## src/rtl/line_monitor.sv

```systemverilog
// Wired-line monitor: synchronizes and deglitches an open-drain style line,
// flags edges, and hands the duration of each settled level to a consumer.
module line_monitor #(
  parameter int unsigned STABLE_CYCLES = 4,
  parameter int unsigned WIDTH         = 16
) (
  input  logic             clock,
  input  logic             reset_n,
  input  logic             line_in,
  input  logic             overflow_clr,
  output logic             level,
  output logic             rise,
  output logic             fall,
  output logic [WIDTH-1:0] width_data,
  output logic             width_level,
  output logic             width_valid,
  input  logic             width_ready,
  output logic             overflow
);

  localparam logic [7:0]       STABLE_LAST = 8'(STABLE_CYCLES - 1);
  localparam logic [WIDTH-1:0] IVAL_MAX    = {WIDTH{1'b1}};

  function automatic logic [WIDTH-1:0] sat_inc(input logic [WIDTH-1:0] v);
    if (v == IVAL_MAX) begin
      sat_inc = v;
    end else begin
      sat_inc = v + WIDTH'(1);
    end
  endfunction

  logic             sync1_q, sync1_d;
  logic             sync2_q, sync2_d;
  logic             level_q, level_d;
  logic             rise_q, rise_d;
  logic             fall_q, fall_d;
  logic [7:0]       stab_q, stab_d;
  logic [WIDTH-1:0] ival_q, ival_d;
  logic [WIDTH-1:0] wdata_q, wdata_d;
  logic             wlevel_q, wlevel_d;
  logic             wvalid_q, wvalid_d;
  logic             ovf_q, ovf_d;
  logic             toggle_s;
  logic             load_s;
  logic             drop_s;

  // Next-state logic: filter, edge pulses, interval counter, capture handshake.
  always_comb begin
    sync1_d  = line_in;
    sync2_d  = sync1_q;
    toggle_s = 1'b0;
    stab_d   = 8'd0;

    if (sync2_q != level_q) begin
      if (stab_q == STABLE_LAST) begin
        toggle_s = 1'b1;
        stab_d   = 8'd0;
      end else begin
        toggle_s = 1'b0;
        stab_d   = stab_q + 8'd1;
      end
    end else begin
      toggle_s = 1'b0;
      stab_d   = 8'd0;
    end

    level_d = toggle_s ? ~level_q : level_q;
    rise_d  = toggle_s & ~level_q;
    fall_d  = toggle_s & level_q;
    // The toggle cycle itself is the first cycle of the new level.
    ival_d  = toggle_s ? WIDTH'(1) : sat_inc(ival_q);

    load_s   = toggle_s & (~wvalid_q | width_ready);
    drop_s   = toggle_s & wvalid_q & ~width_ready;
    wdata_d  = wdata_q;
    wlevel_d = wlevel_q;
    wvalid_d = wvalid_q;

    if (load_s) begin
      wdata_d  = ival_q;
      wlevel_d = level_q;
      wvalid_d = 1'b1;
    end else if (wvalid_q && width_ready) begin
      wvalid_d = 1'b0;
    end else begin
      wvalid_d = wvalid_q;
    end

    // A drop in the same cycle as a clear must not be lost.
    if (drop_s) begin
      ovf_d = 1'b1;
    end else if (overflow_clr) begin
      ovf_d = 1'b0;
    end else begin
      ovf_d = ovf_q;
    end
  end

  // State registers; reset models an idle pulled-high line.
  always_ff @(posedge clock or negedge reset_n) begin
    if (!reset_n) begin
      sync1_q  <= 1'b1;
      sync2_q  <= 1'b1;
      level_q  <= 1'b1;
      rise_q   <= 1'b0;
      fall_q   <= 1'b0;
      stab_q   <= 8'd0;
      ival_q   <= '0;
      wdata_q  <= '0;
      wlevel_q <= 1'b0;
      wvalid_q <= 1'b0;
      ovf_q    <= 1'b0;
    end else begin
      sync1_q  <= sync1_d;
      sync2_q  <= sync2_d;
      level_q  <= level_d;
      rise_q   <= rise_d;
      fall_q   <= fall_d;
      stab_q   <= stab_d;
      ival_q   <= ival_d;
      wdata_q  <= wdata_d;
      wlevel_q <= wlevel_d;
      wvalid_q <= wvalid_d;
      ovf_q    <= ovf_d;
    end
  end

  assign level       = level_q;
  assign rise        = rise_q;
  assign fall        = fall_q;
  assign width_data  = wdata_q;
  assign width_level = wlevel_q;
  assign width_valid = wvalid_q;
  assign overflow    = ovf_q;

endmodule

```

## config.mk

```make
export PLATFORM = sky130hd
export DESIGN_NAME = line_monitor
export DESIGN_NICKNAME = d
export VERILOG_FILES = /design/src/rtl/line_monitor.sv
export SDC_FILE = /design/constraint.sdc
export NUM_CORES = 1
export LEC_CHECK = 0
export CAP_MARGIN = 10
export CORE_MARGIN = 2
export CORE_UTILIZATION = 57
export CTS_BUF_LIST = sky130_fd_sc_hd__clkbuf_8
export DETAILED_ROUTE_END_ITERATION = 10
export HOLD_SLACK_MARGIN = 0.15
export PLACE_DENSITY = 0.82
export REMOVE_ABC_BUFFERS = 1
export SKIP_LAST_GASP = 1
export SYNTH_ARGS = -nofsm -noshare
export SYNTH_HDL_FRONTEND = slang
export SYNTH_SLANG_ARGS = --single-unit
```

## constraint.sdc

```tcl
create_clock -name clock -period 2.2 [get_ports clock]
set_input_delay 0.33 -clock clock [delete_from_list [all_inputs] [get_ports clock]]
set_output_delay 0.33 -clock clock [all_outputs]
set_load 0.02 [all_outputs]
```

==> flow_summary.json, run 1 <==
{
  "hold_ws_ns": 0.357,
  "post_cts_buffers": 0,
  "wire_per_inst_microns": 14.9,
  "drc": 0,
  "cts_sinks": 48,
  "viasPerCell": 5.67,
  "synthCells": 185,
  "cts_root_buf": "clkbuf_8",
  "drt.antenna.violating_nets": 0,
  "coreArea_sq_um": 3610,
  "critical_path_class": "flop to output pin",
  "cts_tree": "built",
  "finalHoldViolCount": 0,
  "max_stage_delay_ns": 0.63,
  "required_ns": 1.87,
  "hold_class": "flop to flop",
  "synth_area_per_cell_sq_um": 11.3,
  "cpLargestDelayFamily": "buffers and inverters",
  "cts_resized": 0,
  "slew_headroom_pct": 59.1,
  "p_leak_nw": 1.10,
  "cp-end-kind": "output pin",
  "num_rows": 22,
  "die_h_microns": 64.7,
  "clk_latency_ns": 0.30,
  "place_hpwl_microns": 2930,
  "ir_drop_mv": 0.859,
  "die_x_microns": 64.7,
  "synth_top_area_cell": "dfrtp_1",
  "status": "finished clean",
  "yosys.cell_types.count": 36,
  "num_io_pins": 27,
  "setup_viol": 0,
  "tightestPinTransition_ns": 0.609,
  "synth_area_sq_um": 2100,
  "rsz0062_at_grt": "false",
  "dr.pass1.iters": 4,
  "drive_gt1_share_pct": 14.6,
  "critPathBufInv": 1,
  "dieArea_sq_um": 4180,
  "final-max-slew-violation-count": 0,
  "gp_congestion": 0.818,
  "layout_common_cells": "dfrtp_1, clkdlybuf4s50_1, nand2_1",
  "grt_antenna_before_repair": 0,
  "drtIter0Drc": 78,
  "worstPathArrival_ns": 1.51,
  "final_nets": 226,
  "period_needed_ns": 1.84,
  "vias": 1514,
  "overflow": 0,
  "crit_chain": "clkdlybuf4s50_1",
  "cts_made_buffers": 5,
  "port_buffers": 26,
  "fin_skew_ns": 0.00646,
  "yosysWarnings": 0,
  "grt_pass1_wl_microns": 6810,
  "layout_commonest_cell": "dfrtp_1",
  "critical_path.max_fanout": 7,
  "yosysTopAreaCellShare_pct": 53.7,
  "num_antenna_cells": 0,
  "syn2layout_area_growth_pct": 21.2,
  "fin_crit_sh_pct": 83.9,
  "first_global_vias": 1444,
  "clkTransAtPathRegs_ns": 0.07,
  "synth.yosys.seq_area_share_pct": 57.5,
  "fin_tns_setup_ns": 0,
  "track_usage_pct": 21.4,
  "maxCapViolations": 0,
  "cts-htree-levels": 2,
  "ys_seq_elements": 48,
  "start_kind": "flop",
  "powerDensity_nw_per_um2": 960,
  "start_util_pct": 58.2,
  "max_freq_mhz": 542,
  "clk_path_buf_depth": 2,
  "cpMaxStageDelayCell": "clkdlybuf4s50_1",
  "drt-total-wl_microns": 3970,
  "grt_start_max_net_pins": 26,
  "synth.area.top_cells": "dfrtp_1, mux2_2, dfstp_2, o21ai_0, nand2_1"
}
[what timing repair did]
item                                    in CTS  in global routing
endpoints found under the setup margin       0                  0
hold buffers                                 1                  0
endpoints found under the hold margin       20                  0
[cell usage after synthesis (all sizes together)]
library cell,count
nor4,2
nand2b,2
nand3,10
mux2i,2
o22ai,1
and2,2
nand2,14
or4,5
o2111a,1
a31oi,2
nand4,6
buf,1
mux2,13
dfstp,3
a211oi,2
and3,6
o31ai,2
nor3,8
inv,6
or3,4
nor4b,1
xor2,3
o21ai,12
dfrtp,45
o21ba,1
nor2,11
a41oi,1
xnor2,5
clkbuf,2
a21oi,8
nor3b,2
ha,2
[power by group]
| group | switching [mW] | internal, mW | total (mW) | leakage, nW |
|---|---|---|---|---|
| clock network | 0.262 | 0.280 | 0.542 | 0.0503 |
| logic | 0.376 | 0.313 | 0.689 | 0.412 |
| registers | 0.158 | 1.05 | 1.21 | 0.639 |
| total | 0.797 | 1.65 | 2.44 | 1.10 |
[path summary, 6_finish.rpt]
kind,from,to,slack (ns),cells past startpoint
max reg2reg,stab_q[0]$_DFF_PN0_,ival_q[2]$_DFFE_PN0P_,0.37,4
min in group asynchronous,reset_n,ival_q[10]$_DFFE_PN0P_,0.55,2
max in group asynchronous,reset_n,rise$_DFF_PN0_,1.15,3
min reg2reg,sync1_q$_DFF_PN1_,sync2_q$_DFF_PN1_,0.36,0
max,level$_DFFE_PN1N_,level,0.36,1
min,sync1_q$_DFF_PN1_,sync2_q$_DFF_PN1_,0.36,0
[through the flow]
stage | total power, mW | utilization, % | setup slack (ns) | cell area, sq um | std cells
6_report | 2.44 | 70.5 | 0.355 | 2540 | 267
3_3_place_gp | 1.88 | 67.6 | 0.385 | 2440 | 259
3_5_place_dp | 1.92 | 67.6 | 0.351 | 2440 | 259
2_1_floorplan | 1.62 | - | 0.125 | 2090 | 182
4_1_cts | 2.46 | 70.5 | 0.345 | 2540 | 267
5_1_grt | 2.58 | 70.5 | 0.237 | 2540 | 267
[metal layers]
| metal | routed length (microns) | vias to the layer above | part of all wire (%) | GRT usage [%] |
|---|---|---|---|---|
| met3 | 107 | 8 | 2.7 | 5.21 |
| met5 | 0 | - | 0 | 0 |
| met2 | 1960 | 25 | 49 | 35.3 |
| met1 | 1850 | 743 | 47 | 28.3 |
| li1 | - | 738 | - | - |
| met4 | 51 | 0 | 1.3 | 6.38 |
[cell type report]
class                   instances  area (sq um)
clock buffers                   7          96.3
inverters                       6          22.5
fillers                       283          1060
multi-input cells             128           858
flip-flops and latches         48          1200
repair buffers                 30           300
well taps                      48          60.1
[kinds of logic after synthesis]
kind of cell / count (synthesis) / synth area share [%]
and+or+nand+nor: 73 / 19.9
DFF: 48 / 57.5
AOI/OAI and AO/OA: 30 / 8.53
muxes: 15 / 7.94
buffers and inverters: 9 / 1.61
xor gates and xnor gates: 8 / 3.34
adders and majority gates: 2 / 1.19
Note: power is estimated with default switching activity, not from simulation.
==> inputs of run 2 (changes only) <==
==> constraint.sdc (replaced) <==
create_clock -name clock -period 1.8 [get_ports clock]
set_input_delay 0.27 -clock clock [delete_from_list [all_inputs] [get_ports clock]]
set_output_delay 0.27 -clock clock [all_outputs]
set_load 0.02 [all_outputs]
==> run 2 against run 1 <==
Register-to-register slack worse by 0.31 ns. Core utilization up 2.5 points. Largest cell class unchanged. Critical path depth up 3.
==> flow_summary.json, run 2 (synthesis results as in run 1) <==
{
  "max_freq_mhz": 574,
  "start_util_pct": 58.2,
  "cts_tree": "built",
  "gp_congestion": 0.810,
  "period_needed_ns": 1.74,
  "die_h_microns": 64.7,
  "fin_crit_sh_pct": 96.8,
  "powerDensity_nw_per_um2": 1140,
  "slew_headroom_pct": 64.7,
  "dr.pass1.iters": 4,
  "num_io_pins": 27,
  "layout_commonest_cell": "dfrtp_1",
  "port_buffers": 26,
  "cts-htree-levels": 2,
  "final-max-slew-violation-count": 0,
  "drt.antenna.violating_nets": 0,
  "cts_root_buf": "clkbuf_8",
  "required_ns": 2.02,
  "num_rows": 22,
  "fin_skew_ns": 0.00512,
  "power.share.sequential_pct": 49.7,
  "first_global_vias": 1653,
  "fin_util_pct": 73.0,
  "maxCapViolations": 0,
  "status": "finished clean",
  "coreArea_sq_um": 3610,
  "clk_path_buf_depth": 2,
  "rsz0062_at_grt": "true",
  "setup_viol": 0,
  "wire_per_inst_microns": 15.3,
  "grt_pass1_wl_microns": 7390,
  "fill_cells": 263,
  "clk_latency_ns": 0.30,
  "cp-end-kind": "flop",
  "cts_sinks": 48,
  "cts_made_buffers": 5,
  "hold_class": "flop to flop",
  "swShare_pct": 32.9,
  "finalPower_mw": 3.00,
  "ir_drop_mv": 0.843,
  "tightestPinTransition_ns": 0.529,
  "start_kind": "flop",
  "drtIter0Drc": 55,
  "p_int_mw": 2.01,
  "dieArea_sq_um": 4180,
  "track_usage_pct": 23.5,
  "clkTransAtPathRegs_ns": 0.08,
  "num_antenna_cells": 0,
  "fin_tns_setup_ns": 0,
  "worstPathArrival_ns": 1.96,
  "pwr-share-clk_pct": 21.3,
  "die_x_microns": 64.7,
  "drive_gt1_share_pct": 19.7,
  "critical_path.max_fanout": 10,
  "grt_start_max_net_pins": 27,
  "overflow": 0,
  "p_sw_mw": 0.987,
  "viasPerCell": 5.79,
  "drt-total-wl_microns": 4210,
  "combPwrFrac_pct": 29.0,
  "finalHoldViolCount": 0,
  "syn2layout_area_growth_pct": 25.6,
  "place_hpwl_microns": 3070,
  "p_leak_nw": 1.15,
  "placed_cells": 266,
  "critical_path_class": "flop to flop",
  "vias": 1599,
  "grt_antenna_before_repair": 0,
  "layout_common_cells": "dfrtp_1, clkdlybuf4s50_1, nand2_1",
  "stdcell_count": 276,
  "final_nets": 234,
  "drc": 0
}
-- run 2: worst paths after layout --
kind,cells after the start,endpoint,slack [ns],startpoint
max in group asynchronous,3,sync2_q$_DFF_PN1_,0.73,reset_n
hold / removal,0,sync2_q$_DFF_PN1_,0.36,sync1_q$_DFF_PN1_
setup / recovery,4,ival_q[9]$_DFFE_PN0P_,0.06,ival_q[3]$_DFFE_PN0P_
hold reg to reg,0,sync2_q$_DFF_PN1_,0.36,sync1_q$_DFF_PN1_
min in group asynchronous,2,overflow$_DFFE_PN0P_,0.48,reset_n
setup reg to reg,4,ival_q[9]$_DFFE_PN0P_,0.06,ival_q[3]$_DFFE_PN0P_
-- run 2: power by group through the flow --
stage	registers, mW	clock network [mW]	logic (mW)
6_report	1.49	0.639	0.868
5_1_grt	1.52	0.695	0.969
4_1_cts	1.48	0.658	0.876
3_5_place_dp	1.50	0	0.874
3_3_place_gp	1.48	0	0.855
2_1_floorplan	1.58	0	0.399
-- run 2: worst max-delay path: stages (launching register included) --
cell and delay, ns:
dfrtp_1 0.43, nand3_4 0.15, or4_1 0.53, or3_1 0.37
a21oi_1 0.18
-- run 2: what timing repair did --
action,4_1_cts,5_1_grt
endpoints found under the setup margin,2,5
hold buffers,1,0
cloned,0,0
endpoints found under the hold margin,21,0
gates resized for setup,2,5
setup buffers,0,1
-- run 2: metal layers --
metal	wire (microns)	share of wire, %	vias up	track usage, %
li1	-	-	752	-
met1	1840	44	806	29.0
met2	2150	51	29	38.7
met3	127	3.0	12	7.12
met4	92	2.2	0	9.57
met5	0	0	-	0
-- run 2: cell type report --
| cell class | instances | area (sq um) | share of cell area (%) |
|---|---|---|---|
| clock inverter | 2 | 7.51 | 0.285 |
| multi-input combinational | 128 | 867 | 32.9 |
| tap | 48 | 60.1 | 2.28 |
| sequential | 48 | 1210 | 45.9 |
| inverter | 6 | 22.5 | 0.855 |
| clock buffer | 6 | 82.6 | 3.14 |
| timing repair buffer | 38 | 384 | 14.6 |
-- run 2: per-stage QoR --
step	worst slack [ns]	hold WS, ns	cell area [sq um]
after floorplan	-0.275	-0.0256	2090
after global placement	0.0994	0.261	2510
after detailed placement	0.0141	0.278	2510
after CTS	0.0230	0.360	2620
after global routing	-0.0306	0.361	2630
final	0.0569	0.358	2630
==> inputs of run 3 (changes only) <==
--- a/config.mk
+++ b/config.mk
@@ -5,7 +5,7 @@
 export SDC_FILE = /design/constraint.sdc
 export NUM_CORES = 1
 export LEC_CHECK = 0
-export CAP_MARGIN = 10
+export CAP_MARGIN = 20
 export CORE_MARGIN = 2
 export CORE_UTILIZATION = 57
 export CTS_BUF_LIST = sky130_fd_sc_hd__clkbuf_8
==> results of run 3 <==
Final layout, timing and power as in run 2 (identical DEF).
